==> config.mk <==
export PLATFORM = sky130hd
export DESIGN_NAME = conv_window_reduce_flat
export DESIGN_NICKNAME = d
export VERILOG_FILES = /design/src/rtl/conv_window_reduce_pkg.sv /design/src/rtl/conv_window_reduce_if.sv /design/src/rtl/conv_window_reduce_tree.sv /design/src/rtl/conv_window_reduce.sv /design/src/flat_wrapper.sv
export SDC_FILE = /design/constraint.sdc
export NUM_CORES = 1
export LEC_CHECK = 0
export CORE_AREA = 2 2 232 234
export CTS_CLUSTER_SIZE = 25
export DETAILED_ROUTE_END_ITERATION = 6
export DIE_AREA = 0 0 234 236
export PLACE_DENSITY = 0.68
export SLEW_MARGIN = 20
export SYNTH_ARGS = -nofsm -noshare
export SYNTH_HDL_FRONTEND = slang
export SYNTH_HIERARCHICAL = 1
export SYNTH_SLANG_ARGS = --single-unit
export TNS_END_PERCENT = 1
==> constraint.sdc <==
create_clock -name clk -period 4.3 [get_ports clk]
set_input_delay 0.645 -clock clk [delete_from_list [all_inputs] [get_ports clk]]
set_output_delay 0.645 -clock clk [all_outputs]
set_load 0.02 [all_outputs]
==> src/rtl/conv_window_reduce_pkg.sv <==
// -----------------------------------------------------------------------------
// conv_pkg
// Shared geometry, widths and types for conv_window_reduce and its adder-tree
// levels. The window is K_DIM x K_DIM signed products. Each sum is widened by
// clog2(N) bits, which is enough that the sum of N products can never overflow.
// -----------------------------------------------------------------------------
package conv_pkg;

  localparam int K_DIM  = 3;
  localparam int M_BITS = 16;
  localparam int I_BITS = 16;

  localparam int N      = K_DIM * K_DIM;   // products per window
  localparam int D      = $clog2(N);       // adder-tree depth
  localparam int S_BITS = M_BITS + D;      // overflow-free sum width
  localparam int P      = D + 1;           // register stages, input to output

  typedef logic signed [M_BITS-1:0]        prod_t;
  typedef prod_t [K_DIM-1:0][K_DIM-1:0]    window_t;  // element [r][c]
  typedef logic [1:0][I_BITS-1:0]          coord_t;   // [1]=row, [0]=col
  typedef logic signed [S_BITS-1:0]        sum_t;

  // Number of partial sums held after `level` pairwise reductions.
  // An odd leftover passes through a level unchanged, hence the round-up.
  function automatic int level_count(input int level);
    int n;
    n = N;
    for (int i = 0; i < level; i++) n = (n + 1) / 2;
    return n;
  endfunction

endpackage

==> src/rtl/conv_window_reduce_if.sv <==
// -----------------------------------------------------------------------------
// AXI4-Stream style bundles for conv_window_reduce.
//   conv_mult_if : window of products in  (data, valid, ready, last, user)
//   conv_out_if  : window sum out         (data, valid, ready, last, user)
// master drives data/valid/last/user and samples ready; slave is the mirror.
// -----------------------------------------------------------------------------
interface conv_mult_if;
  import conv_pkg::*;

  window_t data;
  logic    valid;
  logic    ready;
  logic    last;
  coord_t  user;

  modport master (output data, valid, last, user, input  ready);
  modport slave  (input  data, valid, last, user, output ready);
endinterface

interface conv_out_if;
  import conv_pkg::*;

  sum_t    data;
  logic    valid;
  logic    ready;
  logic    last;
  coord_t  user;

  modport master (output data, valid, last, user, input  ready);
  modport slave  (input  data, valid, last, user, output ready);
endinterface

==> src/rtl/conv_window_reduce_tree.sv <==
// -----------------------------------------------------------------------------
// adder_tree_level
// One registered level of the pairwise adder tree with valid/ready flow
// control. Output i is in[2i] + in[2i+1]; an odd last input passes through.
// When RELU is set, negative results are clamped to zero before the register
// (used only on the final level so the clamp adds no stage).
//
// Ports
//   clk, aresetn          clock, synchronous active-low reset
//   in_data/valid/user/last, in_ready     upstream side
//   out_data/valid/user/last, out_ready   downstream side
// -----------------------------------------------------------------------------
module adder_tree_level
  import conv_pkg::*;
#(
  parameter int IN_CNT  = 2,
  parameter int OUT_CNT = (IN_CNT + 1) / 2,
  parameter bit RELU    = 1'b0
) (
  input  logic                clk,
  input  logic                aresetn,

  input  sum_t [IN_CNT-1:0]   in_data,
  input  logic                in_valid,
  output logic                in_ready,
  input  coord_t              in_user,
  input  logic                in_last,

  output sum_t [OUT_CNT-1:0]  out_data,
  output logic                out_valid,
  input  logic                out_ready,
  output coord_t              out_user,
  output logic                out_last
);

  sum_t [OUT_CNT-1:0] level_sum;

  for (genvar i = 0; i < OUT_CNT; i++) begin : g_pair
    sum_t pair_sum;

    if (2 * i + 1 < IN_CNT) begin : g_add
      assign pair_sum = in_data[2*i] + in_data[2*i+1];
    end else begin : g_pass
      assign pair_sum = in_data[2*i];
    end

    assign level_sum[i] = (RELU && (pair_sum < 0)) ? '0 : pair_sum;
  end

  // This level may load whenever its register is empty or being drained.
  assign in_ready = !out_valid || out_ready;

  // NOTE: sequential state uses non-blocking assignments so every register
  // samples pre-edge values regardless of process evaluation order.
  always_ff @(posedge clk) begin
    if (!aresetn) begin
      out_valid <= 1'b0;
    end else if (in_ready) begin
      out_valid <= in_valid;
    end
  end

  // NOTE: payload registers are deliberately not reset; valid alone qualifies
  // them, and leaving them reset-free keeps the wide datapath cheap.
  always_ff @(posedge clk) begin
    if (in_ready && in_valid) begin
      out_data <= level_sum;
      out_user <= in_user;
      out_last <= in_last;
    end
  end

endmodule

==> src/rtl/conv_window_reduce.sv <==
// -----------------------------------------------------------------------------
// conv_window_reduce
// Consumes a stream of K_DIM x K_DIM windows of signed products and emits one
// signed window sum per beat. Stage 0 registers the beat sign-extended to
// S_BITS; D registered adder-tree levels reduce it to a single sum; the last
// level drives the output stream (optionally ReLU-clamped). user and last ride
// alongside each sum unchanged. Every stage holds one beat, so the block
// absorbs P beats under sustained backpressure.
//
// Ports
//   clk         clock
//   aresetn     synchronous active-low reset
//   mult        window input stream (slave)
//   out         window sum output stream (master)
//   frame_done  one-cycle pulse the cycle after a last beat leaves the block
// -----------------------------------------------------------------------------
module conv_window_reduce
  import conv_pkg::*;
#(
  parameter bit RELU_EN = 1'b0
) (
  input  logic        clk,
  input  logic        aresetn,
  conv_mult_if.slave  mult,
  conv_out_if.master  out,
  output logic        frame_done
);

  // ---------------------------------------------------------------- stage 0
  sum_t [N-1:0] s0_ext;
  sum_t [N-1:0] s0_data;
  logic         s0_valid;
  logic         s0_ready;
  coord_t       s0_user;
  logic         s0_last;

  // NOTE: every signal written in always_comb gets a default first, so no
  // path can leave it unassigned and infer a latch.
  always_comb begin
    s0_ext = '0;
    for (int r = 0; r < K_DIM; r++) begin
      for (int c = 0; c < K_DIM; c++) begin
        s0_ext[r*K_DIM + c] = sum_t'(mult.data[r][c]);
      end
    end
  end

  // ------------------------------------------------------- adder-tree levels
  for (genvar l = 0; l < D; l++) begin : g_lvl
    localparam int IN_CNT  = level_count(l);
    localparam int OUT_CNT = level_count(l + 1);

    sum_t [IN_CNT-1:0]  in_data;
    logic               in_valid;
    logic               in_ready;
    coord_t             in_user;
    logic               in_last;

    sum_t [OUT_CNT-1:0] lv_data;
    logic               lv_valid;
    logic               lv_ready;
    coord_t             lv_user;
    logic               lv_last;

    if (l == 0) begin : g_head
      assign in_data  = s0_data;
      assign in_valid = s0_valid;
      assign in_user  = s0_user;
      assign in_last  = s0_last;
    end else begin : g_link
      assign in_data  = g_lvl[l-1].lv_data;
      assign in_valid = g_lvl[l-1].lv_valid;
      assign in_user  = g_lvl[l-1].lv_user;
      assign in_last  = g_lvl[l-1].lv_last;
    end

    if (l == D - 1) begin : g_tail
      assign lv_ready = out.ready;
    end else begin : g_mid
      assign lv_ready = g_lvl[l+1].in_ready;
    end

    adder_tree_level #(
      .IN_CNT  (IN_CNT),
      .OUT_CNT (OUT_CNT),
      .RELU    ((l == D - 1) ? RELU_EN : 1'b0)
    ) u_level (
      .clk       (clk),
      .aresetn   (aresetn),
      .in_data   (in_data),
      .in_valid  (in_valid),
      .in_ready  (in_ready),
      .in_user   (in_user),
      .in_last   (in_last),
      .out_data  (lv_data),
      .out_valid (lv_valid),
      .out_ready (lv_ready),
      .out_user  (lv_user),
      .out_last  (lv_last)
    );
  end

  // Ready ripples combinationally from out.ready back to mult.ready.
  assign s0_ready   = !s0_valid || g_lvl[0].in_ready;
  assign mult.ready = s0_ready;

  always_ff @(posedge clk) begin
    if (!aresetn) begin
      s0_valid <= 1'b0;
    end else if (s0_ready) begin
      s0_valid <= mult.valid;
    end
  end

  always_ff @(posedge clk) begin
    if (s0_ready && mult.valid) begin
      s0_data <= s0_ext;
      s0_user <= mult.user;
      s0_last <= mult.last;
    end
  end

  // ----------------------------------------------------------------- output
  sum_t   res_data;
  logic   res_valid;
  coord_t res_user;
  logic   res_last;
  logic   out_fire;

  assign res_data  = g_lvl[D-1].lv_data[0];
  assign res_valid = g_lvl[D-1].lv_valid;
  assign res_user  = g_lvl[D-1].lv_user;
  assign res_last  = g_lvl[D-1].lv_last;

  assign out.data  = res_data;
  assign out.valid = res_valid;
  assign out.user  = res_user;
  assign out.last  = res_last;
  assign out_fire  = res_valid && out.ready;

  // Output beats seen in the current frame; observed only by assertions.
  logic [31:0] beat_cnt;

  always_ff @(posedge clk) begin
    if (!aresetn) begin
      frame_done <= 1'b0;
      beat_cnt   <= '0;
    end else begin
      frame_done <= out_fire && res_last;
      if (out_fire) begin
        beat_cnt <= res_last ? '0 : beat_cnt + 32'd1;
      end
    end
  end

  // A stalled output beat must stay put until it is taken.
  a_out_stable : assert property (@(posedge clk) disable iff (!aresetn)
    (res_valid && !out.ready) |=>
      (res_valid && $stable(res_data) && $stable(res_user) && $stable(res_last)));

  // The frame counter restarts on the same edge that raises frame_done.
  a_frame_restart : assert property (@(posedge clk) disable iff (!aresetn)
    frame_done |-> (beat_cnt == '0));

endmodule

==> src/flat_wrapper.sv <==
// flat-port wrapper written by rule: the top's interface ports become plain ports
module conv_window_reduce_flat import conv_pkg::*;
#(
  parameter bit RELU_EN = 1'b0
)
  (clk, aresetn, frame_done, mult_data, mult_valid, mult_last, mult_user, mult_ready, out_data, out_valid, out_last, out_user, out_ready);
  conv_mult_if mult_i ();
  conv_out_if out_i ();
  input  logic clk;
  input  logic aresetn;
  output logic frame_done;
  input wire logic [$bits(mult_i.data)-1:0] mult_data;
  input wire logic [$bits(mult_i.valid)-1:0] mult_valid;
  input wire logic [$bits(mult_i.last)-1:0] mult_last;
  input wire logic [$bits(mult_i.user)-1:0] mult_user;
  output wire logic [$bits(mult_i.ready)-1:0] mult_ready;
  output wire logic [$bits(out_i.data)-1:0] out_data;
  output wire logic [$bits(out_i.valid)-1:0] out_valid;
  output wire logic [$bits(out_i.last)-1:0] out_last;
  output wire logic [$bits(out_i.user)-1:0] out_user;
  input wire logic [$bits(out_i.ready)-1:0] out_ready;
  assign mult_i.data = mult_data;
  assign mult_i.valid = mult_valid;
  assign mult_i.last = mult_last;
  assign mult_i.user = mult_user;
  assign mult_ready = mult_i.ready;
  assign out_data = out_i.data;
  assign out_valid = out_i.valid;
  assign out_last = out_i.last;
  assign out_user = out_i.user;
  assign out_i.ready = out_ready;
  conv_window_reduce #(.RELU_EN(RELU_EN)) u_core (.clk(clk), .aresetn(aresetn), .mult(mult_i), .out(out_i), .frame_done(frame_done));
endmodule
### Yosys cells after proc, flatten, opt, wreduce, memory -nomap -nowiden

Index checks and enable logic that the tools add are counted.

* input port bits: 181
* output and inout bits: 56
* word-level logic and storage cells: 66
* register bits: 523

* reduce and logical (&&, ||, !) cells: 17
* $add $sub $neg: 8

Operators by type and width (number)
* $add A16 B16 Y17: 4
* $add A20 B20 Y20: 3
* $add A20 B16 Y20: 1
* $logic_and A1 B1 Y1: 7
* $logic_not A1 Y1: 5
* $logic_or A1 B1 Y1: 5

### Logic depth before layout (Yosys ltp)

Gate-level depths: netlist (run 1).

* depth in word-level cells: 7
* gate-level depth with buffers: 8
* mapped depth without buffers: 8

### Hierarchy

The synthesis (run 1) kept the hierarchy.

Modules (own cells, without submodules)
* adder_tree_level at u_core.g_lvl[0].u_level: cells an instance 636, sequential area each 4013.8 um^2, area an instance 7636.1 um^2, times used 1
* conv_window_reduce: cells an instance 184, sequential area each 5355.1 um^2, area an instance 5401.4 um^2, times used 1
* adder_tree_level at u_core.g_lvl[1].u_level: cells an instance 336, sequential area each 2812.7 um^2, area an instance 4653.2 um^2, times used 1
* adder_tree_level at u_core.g_lvl[2].u_level: cells an instance 215, sequential area each 2212.1 um^2, area an instance 3231.8 um^2, times used 1
* adder_tree_level at u_core.g_lvl[3].u_level: cells an instance 186, sequential area each 1611.5 um^2, area an instance 2563.7 um^2, times used 1

### Worst setup path before layout (run 1)

OpenSTA, ideal clock, no wires.

* path kind: input to register
* start point: in out_ready
* end point: reg u_core/g_lvl[0].u_level/out_data[0] in the netlist's numbering (enable)
* stages: 5
* library setup time: 0.508 ns
* buffers on the path: 0
* data arrival time: 4.167 ns
* slack: -0.375 ns
* data required time: 3.792 ns
* path through: nand2b_1 -> nand2b_1 -> nand2b_1 -> nand2b_1 -> and2_1

* longest elaborated chain between the ends: 5

RTL lines
* start: declaration: RTL line flat_wrapper.sv:21 `input wire logic [$bits(out_i.ready)-1:0] out_ready;`
* $logic_or A1 B1 Y1 (2 in series): RTL line conv_window_reduce_tree.sv:51 `assign in_ready = !out_valid || out_ready;`
* net u_core.g_lvl[1].lv_ready: RTL line conv_window_reduce.sv:61 `logic lv_ready;`
* $logic_or A1 B1 Y1: RTL line conv_window_reduce_tree.sv:51
* net u_core.g_lvl[0].lv_ready: RTL line conv_window_reduce.sv:61
* $logic_or A1 B1 Y1: RTL line conv_window_reduce_tree.sv:51
* net u_core.g_lvl[0].in_ready: RTL line conv_window_reduce.sv:55 `logic in_ready;`
* $logic_and A1 B1 Y1: RTL line conv_window_reduce_tree.sv:66 `if (in_ready && in_valid) begin`
* end signal: assignment: RTL line conv_window_reduce_tree.sv:67 `out_data <= level_sum;`
* end: declaration: RTL line conv_window_reduce_tree.sv:29 `output sum_t [OUT_CNT-1:0] out_data,`

The timed path passes the listed nets, and every way through them passes these cells.
A chain may end at the register's enable or synchronous reset.

### Final worst setup path (run 1)

* start point: in out_ready
* end point: out mult_ready

* longest elaborated chain between the ends: 5

RTL lines
* $logic_or A1 B1 Y1: RTL line conv_window_reduce_tree.sv:51
* net u_core.g_lvl[2].lv_ready: RTL line conv_window_reduce.sv:61
* $logic_or A1 B1 Y1: RTL line conv_window_reduce_tree.sv:51
* net u_core.g_lvl[1].lv_ready: RTL line conv_window_reduce.sv:61
* $logic_or A1 B1 Y1: RTL line conv_window_reduce_tree.sv:51
* net u_core.g_lvl[0].lv_ready: RTL line conv_window_reduce.sv:61
* $logic_or A1 B1 Y1: RTL line conv_window_reduce_tree.sv:51
* net u_core.g_lvl[0].in_ready: RTL line conv_window_reduce.sv:55
* $logic_or A1 B1 Y1: RTL line conv_window_reduce.sv:104 `assign s0_ready = !s0_valid || g_lvl[0].in_ready;`
* end: declaration: RTL line flat_wrapper.sv:16 `output wire logic [$bits(mult_i.ready)-1:0] mult_ready;`

The timed path passes the listed nets, and every way through them passes these cells.

==> impl_metrics.ini, run 1 <==
[worst_setup_path]
crit_chain = clkdlybuf4s50_1 > nand2b_1 > nand2b_1 > nand2b_1 > nand2b_1 > nand2b_4 > clkdlybuf4s50_1
crit_path_start_kind = primary input
cp_slowest_cell = clkdlybuf4s50_1
crit_buf_inv = 2
crit_family = buffers and inverters
arrival_ps = 2460
cp_common_cell = nand2b_1
path_class = in2out
worstSetupEndpointType = output pin
crit_fanout = 3
cp_slowest_stage_delay_ps = 540
crit_required_ps = 3650

[clock_network]
cts_tree = built
cts_sinks = 535
path_clk_slew_ps = 60
cts.path.max_buffers = 3
postCtsResizedCells = 0
root_buffer = clkbuf_16
hold_buffers = 0
ctsHtreeMaxLevel = 2
clkLatencyLatePin_ps = 610
cts_setup_buffers = 0
cts-buffers-inserted = 55

[layout]
fillers = 4288
final_nets = 2192
utilization_pct = 53.8
diodes = 0
drive_above_1_share_pct = 6.08
area_delta_synth_final_pct = 21.5

[global_routing]
grt_pass1_vias = 13600
grt_max_degree = 94
grt_pass1_wl_um = 69300
grt.overflow.total = 0
grtUsageTotal_pct = 15.8
antenna_found_initial = 0

[floorplanning]
dieArea_sq_mm = 0.0552
die_w_um = 234
die_h_um = 236
initial_core_util_pct = 44.3
core_sq_mm = 0.0531
rows = 85
pin_count = 237

[power]
peakVddDrop_mv = 0.285
power.internal_mw = 9.40
swShare_pct = 23.4
p_leak_nw = 10.2
clkPwrFrac_pct = 36.6
sequentialPowerShare_pct = 50.3
power_density_mw_per_mm2 = 430
p_switching_mw = 2.87
combPwrFrac_pct = 13.1

[placement]
hpwl_um = 31100
numPortBuffers = 236
gp_congestion = 0.881

[detailed_routing]
via_count = 13400
totalWireLength_um = 42800
detail-route-antenna-nets = 0
drtIter0Drc = 819
drc_errors = 0
wl_per_cell_um = 16.6
dr.pass1.iters = 5
avgViaCountPerCell = 5.17

[yosys]
synth_seq_cells = 535
syn_inst = 1557
syn_avg_cell_area_sq_um = 15.1
synth-seq-area-share_pct = 68.1
synth_ff_type = edfxtp_1
synth_area_sq_mm = 0.0235
yosys.cell_types.count = 81
synth_nets = 1898
async_flop_share_pct = 0
synth_edf_count = 529
synth-warning-count = 6

[timing]
fmax_ghz = 0.322
fin_crit_sh_pct = 72.2
finalCriticalPeriod_ps = 3110
hold_violations = 0
fin_setup_tns_ps = 0
setup_viol = 0
rsz0062_at_grt = false
slew_violations = 0
relSlewSlack_pct = 32.3
tightest_slew_ps = 1020
skew_ps = 19.4

[status]
outcome = finished, final reports clean

[min_path]
holdCritPathClass = reg2reg

[run]
max-cap-violations = 0
[synth_stat cells, types with 7 or more instances]
cell type / instances / area (sq um)
edfxtp_1: 529 / 15900
nor3_1: 18 / 90.1
a211oi_1: 28 / 210
nor2_1: 85 / 319
xor2_1: 46 / 403
nor2b_1: 7 / 43.8
o21ai_1: 8 / 40.0
nand3_1: 25 / 125
and3_1: 9 / 56.3
a31oi_1: 15 / 93.8
o211ai_1: 11 / 82.6
nand4_1: 12 / 75.1
fa_1: 8 / 160
ha_1: 152 / 1900
nand2_1: 79 / 297
and2_1: 11 / 68.8
nand2b_1: 11 / 68.8
o31ai_1: 7 / 52.6
o21bai_1: 12 / 90.1
inv_1: 29 / 109
o21ai_0: 70 / 350
o21a_1: 15 / 113
clkbuf_1: 8 / 30.0
a311oi_1: 7 / 61.3
a21o_1: 42 / 315
a21oi_1: 117 / 586
xnor2_1: 89 / 780
[power groups by stage]
stage / combinational (mW) / sequential, mW / clock [mW]
after floorplan: 1.10 / 6.26 / 0
after global placement: 1.57 / 6.28 / 0
after detailed placement: 1.60 / 6.29 / 0
after CTS: 1.61 / 6.18 / 4.65
after global routing: 1.79 / 6.20 / 4.85
final: 1.61 / 6.17 / 4.49
[worst paths after layout]
check | endpoint | from | cells after the start | slack (ps)
worst max-delay path | mult_ready | out_ready | 7 | 1190
worst min-delay path | u_core/g_lvl[2].u_level/out_last$_DFFE_PP_ | u_core/g_lvl[1].u_level/out_last$_DFFE_PP_ | 0 | 410
worst min register to register | u_core/g_lvl[2].u_level/out_last$_DFFE_PP_ | u_core/g_lvl[1].u_level/out_last$_DFFE_PP_ | 0 | 410
worst max register to register | u_core/g_lvl[0].u_level/out_data[56]$_DFFE_PP_ | u_core/g_lvl[0].in_data[100]$_DFFE_PP_ | 8 | 1410
[flip-flops by register name, indices dropped and copies added (netlist names)]
name	flops
u_core/g_lvl.u_level/out_data	220
u_core/g_lvl.in_data	144
u_core/g_lvl.u_level/out_user	128
u_core/g_lvl.in_user	32
u_core/g_lvl.u_level/out_last	4
u_core/g_lvl.u_level/out_valid	4
u_core/frame_done	1
u_core/g_lvl.in_last	1
u_core/g_lvl.in_valid	1
[layout by cell type, fill, tap and decap left out, types with 9 or more instances in the layout]
| cell | instances |
|---|---|
| clkdlybuf4s50_1 | 236 |
| ha_1 | 152 |
| o21ai_0 | 70 |
| clkbuf_16 | 55 |
| nor2_1 | 85 |
| xnor2_1 | 89 |
| o21bai_1 | 12 |
| nand2_1 | 79 |
| a211oi_1 | 28 |
| inv_1 | 29 |
| nand4_1 | 12 |
| nand2b_1 | 11 |
| nand3_1 | 25 |
| o211ai_1 | 11 |
| o21a_1 | 15 |
| nor3_1 | 18 |
| edfxtp_1 | 529 |
| xor2_1 | 46 |
| and3_1 | 9 |
| a21o_1 | 42 |
| a21oi_1 | 117 |
| a31oi_1 | 15 |
| clkinv_1 | 16 |
[through the flow]
step | instances | hold slack (ps) | area, sq um | total power [mW] | worst slack, ps
after floorplan | 1557 | 400 | 23500 | 7.36 | 692
after global placement | 2490 | 400 | 26800 | 7.85 | 1210
after detailed placement | 2490 | 405 | 26800 | 7.89 | 1190
after CTS | 2586 | 412 | 28500 | 12.4 | 1190
after global routing | 2586 | 414 | 28500 | 12.8 | 1070
final | 2586 | 414 | 28500 | 12.3 | 1190
[area by class of cell]
cell class              count  area (sq um)  area share [%]
flip-flops and latches    535         16000            56.1
multi-input cells         984          7350            25.7
repair buffers            246          2500            8.76
clock buffers              63          1410            4.93
well taps                 696           871            3.05
clock inverters            33           304            1.07
inverters                  29           109           0.381
[per-layer routing]
metal	track usage [%]	vias to the layer above	part of all wire, %
li1	-	6678	-
met1	20.2	6348	44
met2	27.0	280	49
met3	3.03	74	4.6
met4	5.14	0	2.4
met5	0	-	0
[worst register-to-register path: cells and delay by family (launching register included)]
family	cells	cell delay, ps
AO/OA/AOI/OAI	4	1350
adder cells (fa/ha/maj)	2	640
flip-flops	1	380
AND/OR/NAND/NOR	1	160
XOR/XNOR	1	100
[logic make-up (layout without fill, tap and decap cells)]
family | Yosys count | count (layout) | share of synthesized area [%]
compound gates | 395 | 395 | 11.3
simple gates | 292 | 292 | 6.09
mux | 2 | 2 | 0.0852
buf+inv | 38 | 371 | 0.613
xor+xnor | 135 | 135 | 5.03
flops | 535 | 535 | 68.1
fa+ha+maj | 160 | 160 | 8.78
(Power assumes the default switching activity.)
==> run 2, diff against run 1 <==
==> constraint.sdc (replaced) <==
create_clock -name clk -period 2.85 [get_ports clk]
set_input_delay 0.4275 -clock clk [delete_from_list [all_inputs] [get_ports clk]]
set_output_delay 0.4275 -clock clk [all_outputs]
set_load 0.02 [all_outputs]
==> run 2 against run 1 <==
  * Via count is 2.3% higher
  * Die area stayed put
  * Hold slack worse by 44 ps
  * Total power is 54% higher
  * Cell area is 1.3% higher
  * Sequential share of layout area is 0.70 points lower
  * Worst setup slack worse by 1000 ps
  * Routed wire length is 1.9% higher
  * Critical path type is now reg2out
  * Largest cell class unchanged
==> impl_metrics.ini, run 2 (synthesis results as in run 1) <==
[timing]
setup_ws_ps = 177
setup_viol = 0
rsz0062_at_grt = false
fmax_ghz = 0.374
relSlewSlack_pct = 62.9
tightest_slew_ps = 553
fin_crit_sh_pct = 93.8
hold_violations = 0
finalCriticalPeriod_ps = 2670
skew_ps = 23.4
slew_violations = 0

[layout]
utilization_pct = 54.5
fin_cells = 2613
stdcell_area_sq_mm = 0.0289
final_nets = 2217
diodes = 0
regMostFlops = u_core/g_lvl.u_level/out_data
largest_reg_flops = 220
drive_above_1_share_pct = 8.09
layout_common_cells = edfxtp_1, clkdlybuf4s50_1, ha_1
area_delta_synth_final_pct = 23.1
layout_commonest_cell = edfxtp_1

[floorplanning]
rows = 85
die_h_um = 236
die_w_um = 234
core_sq_mm = 0.0531
pin_count = 237
dieArea_sq_mm = 0.0552
initial_core_util_pct = 44.3

[clock_network]
ctsHtreeMaxLevel = 2
root_buffer = clkbuf_16
cts.path.max_buffers = 3
cts_tree = built
cts_sinks = 535
path_clk_slew_ps = 70
cts-buffers-inserted = 55
clkLatencyLatePin_ps = 610

[power]
p_leak_nw = 10.4
power_density_mw_per_mm2 = 654
power_mw = 18.9
peakVddDrop_mv = 0.458

[run]
max-cap-violations = 0

[detailed_routing]
totalWireLength_um = 43700
dr.pass1.iters = 5
wl_met3_um = 2120
wl_met2_um = 21800
drc_errors = 0
detail-route-antenna-nets = 0
wl_per_cell_um = 16.7
dr.max_layer_used = met4
via_count = 13700
drtIter0Drc = 976
avgViaCountPerCell = 5.24
wl_met1_um = 18700

[global_routing]
grt_max_degree = 54
grtUsageTotal_pct = 16.1
grt_pass1_wl_um = 70400
grt.overflow.total = 0
antenna_found_initial = 0
grt_pass1_vias = 13800

[worst_setup_path]
cp_slowest_cell = clkdlybuf4s50_1
crit_path_start_kind = register
cp_slowest_stage_delay_ps = 530
crit_family = simple AND/OR/NAND/NOR gates
worstSetupEndpoint = mult_ready
r2r_slack_ps = 200
cp_common_cell = nand2b_1
ff2ff_path_depth = 8
crit_buf_inv = 1
path_class = reg2out
crit_fanout = 3
path_depth = 6
startpoint = u_core/g_lvl[3].u_level/out_valid$_SDFFE_PN0N_
crit_required_ps = 2420
arrival_ps = 2250
r2r-end = u_core/g_lvl[0].u_level/out_data[58]$_DFFE_PP_
rr_startpoint = u_core/g_lvl[0].in_data[80]$_DFFE_PP_
crit_chain = nand2b_1 > nand2b_1 > nand2b_1 > nand2b_1 > nand2b_4 > clkdlybuf4s50_1
worstSetupEndpointType = output pin

[placement]
numPortBuffers = 236
pre_cts_ws_ps = -39.6
dpl-instance-area_sq_mm = 0.0271
gp_congestion = 0.862
dp.cells = 2515
hpwl_um = 32500

[min_path]
holdCritPathClass = in2reg
worstHoldPathCells = 1

[status]
outcome = finished, final reports clean
run 2: area by class of cell:
cell class,count,area [sq um]
well taps,696,871
clock inverters,38,410
clock buffers,60,1400
multi-input cells,984,7360
flip-flops and latches,535,16000
fillers,4219,24200
inverters,29,109
repair buffers,271,2750
run 2: worst min-delay path by stage:
stage	startpoint	end	slack, ps
6_report	mult_data[56]	u_core/g_lvl[0].in_data[68]$_DFFE_PP_	370
4_1_cts	mult_user[29]	u_core/g_lvl[0].in_user[29]$_DFFE_PP_	330
3_3_place_gp	u_core/g_lvl[1].u_level/out_user[18]$_DFFE_PP_	u_core/g_lvl[2].u_level/out_user[18]$_DFFE_PP_	400
5_1_grt	mult_data[56]	u_core/g_lvl[0].in_data[68]$_DFFE_PP_	330
2_1_floorplan	u_core/g_lvl[0].in_data[160]$_DFFE_PP_	u_core/g_lvl[0].u_level/out_data[80]$_DFFE_PP_	400
3_5_place_dp	u_core/g_lvl[0].in_data[170]$_DFFE_PP_	u_core/g_lvl[0].u_level/out_data[90]$_DFFE_PP_	400
run 2: layer usage:
layer	vias to the layer above	global-route usage, %
li1	6738	-
met2	349	27.9
met5	-	0
met4	0	4.76
met1	6521	20.4
met3	80	2.94
run 2: through the flow:
stage / hold slack, ps / TNS [ps]
after global placement: 400 / -68.9
after global routing: 333 / 0
after detailed placement: 405 / -39.6
after floorplan: 400 / 0
final: 369 / 0
after CTS: 331 / 0
run 2: what timing repair did:
action                                  CTS  global route
resized for setup                         1             2
pin swaps                                 0             0
endpoints found under the setup margin    2             2
buffers inserted                          0             0
hold buffers                              0             0
run 2: where the power goes:
group	switching, mW	internal (mW)
clock	2.94	4.17
combinational	1.35	1.14
sequential	0.133	9.18
